File: src/rtl/mprj_io_cfg_serializer.sv
// Walks the per-pad config array farthest pad first, shifts each word MSB-first
// down the GPIO control-block chain, then strobes serial_load so all pads latch together.
module mprj_io_cfg_serializer #(
    parameter int NUM_IO   = 38,
    parameter int CFG_BITS = 13,
    parameter int CLK_DIV  = 2,
    localparam int IDX_W   = (NUM_IO > 1) ? $clog2(NUM_IO) : 1
) (
    input  logic                clock,
    input  logic                resetn,
    input  logic                start,
    output logic [IDX_W-1:0]    cfg_addr,
    input  logic [CFG_BITS-1:0] cfg_rdata,
    output logic                serial_clock,
    output logic                serial_data_out,
    output logic                serial_load,
    output logic                busy,
    output logic                done
);

    localparam int BIT_W = (CFG_BITS > 1) ? $clog2(CFG_BITS) : 1;
    localparam int PH_W  = (CLK_DIV > 1) ? $clog2(CLK_DIV) : 1;

    localparam logic [IDX_W-1:0] LAST_PAD = IDX_W'(NUM_IO - 1);
    localparam logic [BIT_W-1:0] LAST_BIT = BIT_W'(CFG_BITS - 1);
    localparam logic [PH_W-1:0]  LAST_PH  = PH_W'(CLK_DIV - 1);

    typedef enum logic [2:0] {
        IDLE,
        FETCH,
        SHIFT_LO,
        SHIFT_HI,
        LOAD
    } state_t;

    state_t              r_state;
    logic [IDX_W-1:0]    r_pad_idx;
    logic [BIT_W-1:0]    r_bit_idx;
    logic [PH_W-1:0]     r_ph_cnt;
    logic [CFG_BITS-1:0] r_shreg;
    logic                r_sclk;
    logic                r_sdo;
    logic                r_load;
    logic                r_busy;
    logic                r_done;

    logic                w_ph_last;
    logic [CFG_BITS-1:0] w_shreg_shl;

    assign w_ph_last   = (r_ph_cnt == LAST_PH);
    assign w_shreg_shl = r_shreg << 1;

    always_ff @(posedge clock) begin
        if (!resetn) begin
            r_state   <= IDLE;
            r_pad_idx <= LAST_PAD;
            r_bit_idx <= LAST_BIT;
            r_ph_cnt  <= '0;
            r_shreg   <= '0;
            r_sclk    <= 1'b0;
            r_sdo     <= 1'b0;
            r_load    <= 1'b0;
            r_busy    <= 1'b0;
            r_done    <= 1'b0;
        end else begin
            r_done <= 1'b0;
            case (r_state)
                IDLE: begin
                    if (start) begin
                        r_state   <= FETCH;
                        r_busy    <= 1'b1;
                        r_pad_idx <= LAST_PAD;
                        r_bit_idx <= LAST_BIT;
                    end
                end

                // cfg_addr is r_pad_idx itself, so cfg_rdata is valid this cycle
                FETCH: begin
                    r_shreg  <= cfg_rdata;
                    r_sdo    <= cfg_rdata[CFG_BITS-1];
                    r_ph_cnt <= '0;
                    r_state  <= SHIFT_LO;
                end

                SHIFT_LO: begin
                    if (w_ph_last) begin
                        r_ph_cnt <= '0;
                        r_sclk   <= 1'b1;
                        r_state  <= SHIFT_HI;
                    end else begin
                        r_ph_cnt <= r_ph_cnt + PH_W'(1);
                    end
                end

                // Next bit is presented together with the falling serial_clock edge
                SHIFT_HI: begin
                    if (w_ph_last) begin
                        r_ph_cnt <= '0;
                        r_sclk   <= 1'b0;
                        r_shreg  <= w_shreg_shl;
                        if (r_bit_idx != '0) begin
                            r_bit_idx <= r_bit_idx - BIT_W'(1);
                            r_sdo     <= w_shreg_shl[CFG_BITS-1];
                            r_state   <= SHIFT_LO;
                        end else if (r_pad_idx != '0) begin
                            r_pad_idx <= r_pad_idx - IDX_W'(1);
                            r_bit_idx <= LAST_BIT;
                            r_state   <= FETCH;
                        end else begin
                            r_load  <= 1'b1;
                            r_state <= LOAD;
                        end
                    end else begin
                        r_ph_cnt <= r_ph_cnt + PH_W'(1);
                    end
                end

                LOAD: begin
                    if (w_ph_last) begin
                        r_ph_cnt  <= '0;
                        r_load    <= 1'b0;
                        r_busy    <= 1'b0;
                        r_done    <= 1'b1;
                        r_pad_idx <= LAST_PAD;
                        r_state   <= IDLE;
                    end else begin
                        r_ph_cnt <= r_ph_cnt + PH_W'(1);
                    end
                end

                default: begin
                    r_state <= IDLE;
                    r_sclk  <= 1'b0;
                    r_load  <= 1'b0;
                    r_busy  <= 1'b0;
                end
            endcase
        end
    end

    assign cfg_addr        = r_pad_idx;
    assign serial_clock    = r_sclk;
    assign serial_data_out = r_sdo;
    assign serial_load     = r_load;
    assign busy            = r_busy;
    assign done            = r_done;

endmodule
File: config.mk
export PLATFORM = sky130hd
export DESIGN_NAME = mprj_io_cfg_serializer
export DESIGN_NICKNAME = d
export VERILOG_FILES = /design/src/rtl/mprj_io_cfg_serializer.sv
export SDC_FILE = /design/constraint.sdc
export NUM_CORES = 1
export LEC_CHECK = 0
export ABC_AREA = 0
export BUFFER_PORTS_ARGS = -buffer_cell sky130_fd_sc_hd__buf_2
export CAP_MARGIN = 10
export CORE_UTILIZATION = 45
export CTS_CLUSTER_SIZE = 24
export DETAILED_ROUTE_END_ITERATION = 8
export GPL_TIMING_DRIVEN = 0
export MAX_ROUTING_LAYER = met4
export PLACE_DENSITY_LB_ADDON = 0.08
export SETUP_SLACK_MARGIN = 0.05
export SLEW_MARGIN = 10
export SYNTH_ARGS = -nofsm -noshare
export SYNTH_HDL_FRONTEND = slang
export SYNTH_SLANG_ARGS = --single-unit
File: constraint.sdc
create_clock -name clock -period 5.5 [get_ports clock]
set_input_delay 0.275 -clock clock [delete_from_list [all_inputs] [get_ports clock]]
set_output_delay 0.275 -clock clock [all_outputs]
set_load 0.01 [all_outputs]
==> flow_summary.json, run 1 <==
{
  "status": "finished clean",
  "worstReg2RegEnd": "r_bit_idx[3]",
  "layout-drive-gt1-share_pct": 19.2,
  "grt.total_usage_pct": 22.7,
  "rows": 21,
  "grt_antenna_before_repair": 0,
  "yosys_warnings": 0,
  "vias": 1556,
  "synth_cell_types": 42,
  "die_y_um": 61.7,
  "port_buffers": 26,
  "reg2reg_depth": 6,
  "io_pins": 27,
  "synth_flop_cell": "dfxtp_1",
  "worstPathCellList": "buf_2 -> nand3b_1 -> nor2_1 -> o31ai_1 -> a211oi_2 -> a41oi_1",
  "synth_area_leaders": "dfxtp_1 39%, nand2_1 6.8%, a311oi_1 6.5%, nor2_1 5.8%, a21oi_1 4.1%",
  "routed_wl_mm": 3.83,
  "cts_sinks": 31,
  "synth.avg_cell_area_um2": 8.03,
  "critical-path-max-stage-delay_ps": 500,
  "ys_top_cells_by_count": "31 x dfxtp_1, 29 x nand2_1, 25 x nor2_1",
  "grt_overflow": 0,
  "numCtsBuffers": 5,
  "worstSetupPathType": "reg -> reg",
  "r2r_setup_slack_ps": 3470,
  "syn_nets": 219,
  "place_ws_ps": 3470,
  "dp.final_hpwl_mm": 2.81,
  "cp_top_family": "simple AND/OR/NAND/NOR gates",
  "grt_pass1_wl_mm": 6.23,
  "drtPass1Iterations": 5,
  "max_slew_margin_pct": 62.5,
  "vdd_drop_max_v": 0.000146,
  "start_kind": "flip-flop",
  "dieArea_um2": 3810,
  "hold_viol_final": 0,
  "drt_iter0_markers": 93,
  "synth_cells": 200,
  "ys_seq_area_share_pct": 38.7,
  "antenna_cells": 0,
  "r2r_start": "r_state[0]",
  "cp_data_required_time_ps": 5700,
  "grt_max_degree": 11,
  "crit_fanout": 10,
  "clockRootBuffer": "clkbuf_4",
  "crit_slowest_cell": "nor2_1",
  "post-cts-setup-buffers": 0,
  "clk_latency_ps": 340,
  "critPathArrivalTime_ps": 2230,
  "fin_nets": 252,
  "core_um2": 3390,
  "min_period_ps": 2030,
  "ctsHoldBuffers": 0,
  "hold_depth": 3,
  "die_x_um": 61.7,
  "synth.top_cell.area_share_pct": 38.7,
  "viasPerCell": 5.56,
  "p_leak_nw": 0.727,
  "wl_per_cell_um": 13.7,
  "cts_tree": "done",
  "netlist.top_cell.by_area": "dfxtp_1",
  "rsz0062_at_grt": "false",
  "max_freq_mhz": 493,
  "holdPathEnd": "r_shreg[0]",
  "drv_slew": 0,
  "powerDensity_nw_per_um2": 294,
  "ys_seq_elements": 31,
  "setup_tns_ps": 0,
  "crit_buf_inv": 1,
  "clk_pin_slew_ps": 100,
  "worstSetupEndpointType": "flip-flop",
  "place.gp.congestion": 0.846,
  "htreeDepth": 2,
  "area_growth_pct": 16.0,
  "post-route-drc-count": 0,
  "period_share_pct": 36.9,
  "finalPower_mw": 0.548,
  "initial_utilization_pct": 47.4,
  "hold_path_class": "in -> reg",
  "cap_violations": 0,
  "first_global_vias": 1402,
  "synthArstFlopShare_pct": 0,
  "syn-cell-area_um2": 1610,
  "antenna_left": 0,
  "clk_path_buf_depth": 2,
  "ctsResizeCount": 0,
  "hp-start": "cfg_rdata[0]",
  "synth_most_common_cell": "dfxtp_1",
  "setup_viol_count_final": 0,
  "fin_ws_ps": 3470,
  "synth_edf_count": 0,
  "worstMarginPinSlew_ps": 557,
  "skew_ps": 10.2
}
[layer usage]
metal  GRT usage [%]  part of all wire (%)  vias to the layer above
met1            27.2                    46                      734
met3            6.21                   3.3                        2
met4            4.76                  0.70                        0
li1                -                     -                      790
met5               -                     0                        -
met2            38.1                    50                       30
[power breakdown]
part	leakage (nW)	switching, mW	internal (mW)
Sequential	0.253	0.0126	0.246
Clock	0.0386	0.0800	0.0752
Combinational	0.436	0.0828	0.0507
[worst min-delay path: stages]
cell	delay, ps
buf_2	100
nand2_1	50
a21oi_1	50
[cells by family after synthesis]
family | Yosys count | share of synthesized area [%]
and+or+nand+nor | 87 | 27.0
AOI/OAI and AO/OA | 55 | 25.3
muxes | 1 | 0.624
DFF | 31 | 38.7
buffers and inverters | 22 | 5.61
xor gates and xnor gates | 1 | 0.546
adders and majority gates | 3 | 2.34
[state kept, by name, indices dropped and copies added (netlist names)]
signal	count
r_bit_idx	4
done	1
serial_data_out	1
serial_load	1
serial_clock	1
r_shreg	12
r_state	3
cfg_addr	6
busy	1
r_ph_cnt	1
[final cells by class]
cell class | count | area [um^2]
Buffer | 12 | 52.6
Timing Repair Buffer | 26 | 130
Sequential cell | 31 | 621
Tap cell | 46 | 57.6
Multi-Input combinational cell | 147 | 895
Inverter | 10 | 37.5
Clock buffer | 8 | 68.8
Fill cell | 344 | 1530
[through the flow]
step	instance area (um^2)	utilization, %	hold WS [ps]	instances
4_1_cts	1860	54.9	179	280
6_report	1860	54.9	183	280
5_1_grt	1860	54.9	189	280
3_5_place_dp	1790	52.9	470	272
2_1_floorplan	1610	-	415	200
3_3_place_gp	1790	52.9	468	272
[cell usage in the layout, fill, tap and decap left out, types with 5 or more instances in the layout]
cell type and count:
clkbuf_1 9, dfxtp_1 31, nor2_1 25, a311oi_1 12
nand2_1 29, inv_1 10, buf_2 29, nor3_1 5
o21ai_1 5, clkbuf_4 5, a21oi_1 13, o21ai_0 6
[worst max path at each step]
| stage | startpoint | endpoint | slack [ps] | depth (start not counted) |
|---|---|---|---|---|
| floorplan | cfg_addr[0] | cfg_addr[3] | 3630 | 7 |
| global placement | r_state[0] | r_bit_idx[3] | 3520 | 6 |
| detailed placement | r_state[0] | r_bit_idx[3] | 3470 | 6 |
| CTS | r_state[0] | r_bit_idx[3] | 3450 | 6 |
| global route | r_state[0] | r_bit_idx[3] | 3270 | 6 |
| finish | r_state[0] | r_bit_idx[3] | 3470 | 6 |
(Power assumes the default switching activity.)
==> inputs of run 2 (changes only) <==
- clock period: 5.5 -> 2 ns (I/O delays scaled with it)
==> run 2 against run 1 <==
Clock skew grew 0.75 ps. Global-route usage grew 0.40 points. Largest power group unchanged. Routed wire length grew 6.1%. Highest routed layer unchanged. Sequential power grew to 2.7 times the previous value. Clock power grew to 2.8 times the previous value. Combinational power grew to 3.0 times the previous value.
==> flow_summary.json, run 2 (synthesized netlist as in run 1, its figures left out) <==
{
  "rsz0062_at_grt": "true",
  "clockRootBuffer": "clkbuf_4",
  "p_leak_nw": 0.772,
  "drt_iter0_markers": 86,
  "grt_antenna_before_repair": 0,
  "hold_viol_final": 0,
  "rows": 21,
  "regMostFlops": "r_shreg",
  "crit_end": "r_bit_idx[3]",
  "r2r_setup_slack_ps": 70,
  "worstReg2RegEnd": "r_bit_idx[3]",
  "setup_tns_ps": 0,
  "worstSetupPathType": "reg -> reg",
  "wl_per_cell_um": 14.1,
  "grt_pass1_wl_mm": 6.35,
  "cts_sinks": 31,
  "initial_utilization_pct": 47.4,
  "vdd_drop_max_v": 0.000404,
  "grt_overflow": 0,
  "antenna_cells": 0,
  "period_share_pct": 96.4,
  "powerDensity_nw_per_um2": 768,
  "hold_path_class": "in -> reg",
  "r2r_start": "cfg_addr[1]",
  "numCtsBuffers": 5,
  "dp.final_hpwl_mm": 2.81,
  "largest_reg_flops": 12,
  "area_growth_pct": 25.3,
  "finalPower_mw": 1.55,
  "busiest_layer": "met2",
  "layout-drive-gt1-share_pct": 28.1,
  "reg2reg_depth": 7,
  "fin_nets": 260,
  "place_area_um2": 1790,
  "routed_wl_mm": 4.07,
  "min_period_ps": 1930,
  "grt_use_met3_pct": 6.21,
  "max_slew_margin_pct": 67.3,
  "htreeDepth": 2,
  "cts_tree": "done",
  "final_area_um2": 2010,
  "setup_viol_count_final": 0,
  "status": "finished clean",
  "final_util_pct": 59.4,
  "place.gp.congestion": 0.846,
  "final_cell_mix": "29 x buf_2, 29 x nand2_1, 27 x dfxtp_1",
  "skew_ps": 11.0,
  "critPathArrivalTime_ps": 2130,
  "dieArea_um2": 3810,
  "core_um2": 3390,
  "worstMarginPinSlew_ps": 490,
  "die_x_um": 61.7,
  "place_ws_ps": -25.7,
  "clk_pin_slew_ps": 100,
  "drtPass1Iterations": 4,
  "vias": 1588,
  "first_global_vias": 1431,
  "cp_data_required_time_ps": 2200,
  "worstSetupEndpointType": "flip-flop",
  "port_buffers": 26,
  "crit_path_start": "cfg_addr[1]",
  "post-route-drc-count": 0,
  "grt_max_degree": 11,
  "start_kind": "flip-flop",
  "max_freq_mhz": 519,
  "viasPerCell": 5.51,
  "clk_path_buf_depth": 2,
  "grt.total_usage_pct": 23.1,
  "ctsHoldBuffers": 0,
  "clk_latency_ps": 340,
  "fin_ws_ps": 71.5,
  "met1_usage_pct": 27.5,
  "io_pins": 27,
  "grt_use_met2_pct": 39.2,
  "die_y_um": 61.7,
  "crit_fanout": 7,
  "drv_slew": 0,
  "antenna_left": 0,
  "cap_violations": 0
}
==> run 2: worst min-delay path by stage <==
stage               slack, ps         start    endpoint  depth (start not counted)
floorplan                 240  cfg_rdata[0]  r_shreg[0]                          2
global placement          350  cfg_rdata[0]  r_shreg[0]                          3
detailed placement        360  cfg_rdata[0]  r_shreg[0]                          3
CTS                         4  cfg_rdata[0]  r_shreg[0]                          3
global route               10  cfg_rdata[0]  r_shreg[0]                          3
finish                      6  cfg_rdata[0]  r_shreg[0]                          3
==> run 2: repair_timing <==
action / CTS / global route
endpoints found under the setup margin: 2 / 16
gates resized for setup: 5 / 18
setup buffers: 0 / 8
cloned: 0 / 0
pin swaps: 3 / 6
==> run 2: report_power, final <==
group / internal, mW / leakage [nW] / switching, mW
sequential: 0.676 / 0.255 / 0.0351
combinational: 0.162 / 0.478 / 0.243
clock: 0.207 / 0.0386 / 0.222
==> run 2: worst max-delay path, stage by stage (launching register included) <==
cell and delay, ps:
dfxtp_2 340, inv_2 90, ha_4 130, or4b_4 510, o311ai_4 270, a21oi_4 130
a211oi_2 250, a41oi_1 70
==> run 2: final cells by class <==
| cell class | count | area, um^2 |
|---|---|---|
| fillers | 320 | 1380 |
| multi-input cells | 147 | 975 |
| flip-flops and latches | 31 | 628 |
| repair buffers | 34 | 190 |
| clock buffers | 8 | 68.8 |
| well taps | 46 | 57.6 |
| plain buffers | 12 | 52.6 |
| inverters | 10 | 40.0 |
==> run 2: routing by layer <==
| layer | share of wire (%) | vias to the layer above |
|---|---|---|
| li1 | - | 806 |
| met1 | 44 | 736 |
| met2 | 51 | 44 |
| met3 | 4.8 | 2 |
| met4 | 0.57 | 0 |
| met5 | 0 | - |
==> run 2: stage by stage <==
stage	cells	hold slack, ps
after floorplan	200	240
after global placement	272	353
after detailed placement	272	361
after CTS	280	3.85
after global routing	288	13.7
final	288	6.43
==> inputs of run 3 (changes only) <==
- CTS_CLUSTER_SIZE: 24 -> 30
- RECOVER_POWER: not set -> 50
==> run 3 against run 2 <==
Maximum frequency up 0.67%. Critical path depth unchanged. Combinational power about the same. Cell count unchanged. Setup slack better by 13 ps. Largest cell class unchanged. Clock skew about the same. Via count up 0.44%. Clock-buffer cell count unchanged. Cell area down 0.68%. First-iteration DRC count up 24%. Critical path type unchanged.
==> flow_summary.json, run 3 (synthesized netlist as in run 1, its figures left out) <==
{
  "fin_ws_ps": 84.4,
  "initial_utilization_pct": 47.4,
  "place.gp.congestion": 0.846,
  "die_y_um": 61.7,
  "cap_violations": 0,
  "max_slew_margin_pct": 67.8,
  "clockRootBuffer": "clkbuf_4",
  "p_leak_nw": 0.738,
  "drv_slew": 0,
  "hold_path_class": "in -> reg",
  "drtPass1Iterations": 4,
  "routed_wl_mm": 4.06,
  "regMostFlops": "r_shreg",
  "die_x_um": 61.7,
  "wl_met3_um": 195,
  "numCtsBuffers": 5,
  "crit_fanout": 7,
  "clk_latency_ps": 340,
  "setup_viol_count_final": 0,
  "antenna_cells": 0,
  "area_growth_pct": 24.5,
  "first_global_vias": 1431,
  "critical-path-max-stage-delay_ps": 510,
  "wl_per_cell_um": 14.1,
  "hold_viol_final": 0,
  "drt_iter0_markers": 107,
  "status": "finished clean",
  "cp_top_family": "compound AO/OA/AOI/OAI gates",
  "holdWs_ps": 4.33,
  "setup_tns_ps": 0,
  "worstMarginPinSlew_ps": 482,
  "worstSetupPathType": "reg -> reg",
  "powerDensity_nw_per_um2": 773,
  "dp.final_hpwl_mm": 2.81,
  "grt.total_usage_pct": 23.1,
  "grt_overflow": 0,
  "multiInputGateArea_um2": 975,
  "io_pins": 27,
  "worstPathCellList": "inv_2 -> ha_4 -> or4b_4 -> o311ai_4 -> a21oi_4 -> a211oi_2 -> a41oi_1",
  "min_period_ps": 1920,
  "layout-drive-gt1-share_pct": 23.6,
  "critPathArrivalTime_ps": 2120,
  "cts_sinks": 31,
  "viasPerCell": 5.54,
  "max_freq_mhz": 522,
  "crit_buf_inv": 1,
  "top_layer": "met4",
  "htreeDepth": 2,
  "post-route-drc-count": 0,
  "vias": 1595,
  "clk_pin_slew_ps": 100,
  "cts_tree": "done",
  "dieArea_um2": 3810,
  "skew_ps": 11.0,
  "drt-met1-wl_mm": 1.76,
  "rsz0062_at_grt": "true",
  "wl_met2_mm": 2.08,
  "grt_antenna_before_repair": 0,
  "worstSetupEndpointType": "flip-flop",
  "fin_nets": 260,
  "largest_reg_flops": 12,
  "crit_slowest_cell": "or4b_4",
  "period_share_pct": 95.8,
  "grt_pass1_wl_mm": 6.35,
  "core_um2": 3390,
  "vdd_drop_max_v": 0.000404,
  "port_buffers": 26,
  "rows": 21,
  "antenna_left": 0,
  "cp_data_required_time_ps": 2200,
  "start_kind": "flip-flop",
  "fillCellCount": 322,
  "clk_path_buf_depth": 2,
  "grt_max_degree": 11,
  "seqCellArea_um2": 626,
  "place_ws_ps": -25.7,
  "final_cell_mix": "29 x nand2_1, 29 x dfxtp_1, 24 x nor2_1"
}
## run 3: path summary, 6_finish.rpt
| kind | from | to | slack, ps | cells after the start |
|---|---|---|---|---|
| setup / recovery | cfg_addr[1] | r_bit_idx[3] | 80 | 7 |
| hold / removal | cfg_rdata[0] | r_shreg[0] | 4 | 3 |
| setup reg to reg | cfg_addr[1] | r_bit_idx[3] | 80 | 7 |
| hold reg to reg | cfg_addr[0] | cfg_addr[0] | 480 | 1 |
## run 3: repair_timing
item	CTS	global route
hold buffers	0	0
pin swaps	3	6
setup endpoints to repair	2	16
setup buffers	0	8
gates resized for setup	5	18
## run 3: per-stage QoR
step | power (mW) | cells | utilization (%) | cell area, um^2
floorplan | 0.997 | 200 | - | 1610
global placement | 1.08 | 272 | 52.9 | 1790
detailed placement | 1.09 | 272 | 52.9 | 1790
CTS | 1.52 | 280 | 55.7 | 1890
global route | 1.63 | 288 | 59.0 | 2000
finish | 1.55 | 288 | 59.0 | 2000
## run 3: area by class of cell
class                           count  area share [%]
Buffer                             12            2.63
Clock buffer                        8            3.44
Inverter                           10            2.00
Multi-Input combinational cell    147            48.8
Sequential cell                    31            31.3
Tap cell                           46            2.88
Timing Repair Buffer               34            8.95
## run 3: worst min-delay path, cell delays in order
cell     delay, ps
buf_2          100
nand2_1         50
a21oi_1         50
## run 3: per-layer routing
metal	GRT usage, %	up-vias
li1	-	805
met1	27.5	738
met2	39.2	50
met3	6.21	2
met4	4.76	0
met5	-	-
## run 3: power by group
group / switching (mW) / total [mW] / internal [mW]
sequential: 0.0351 / 0.711 / 0.676
clock: 0.225 / 0.431 / 0.207
combinational: 0.244 / 0.403 / 0.159
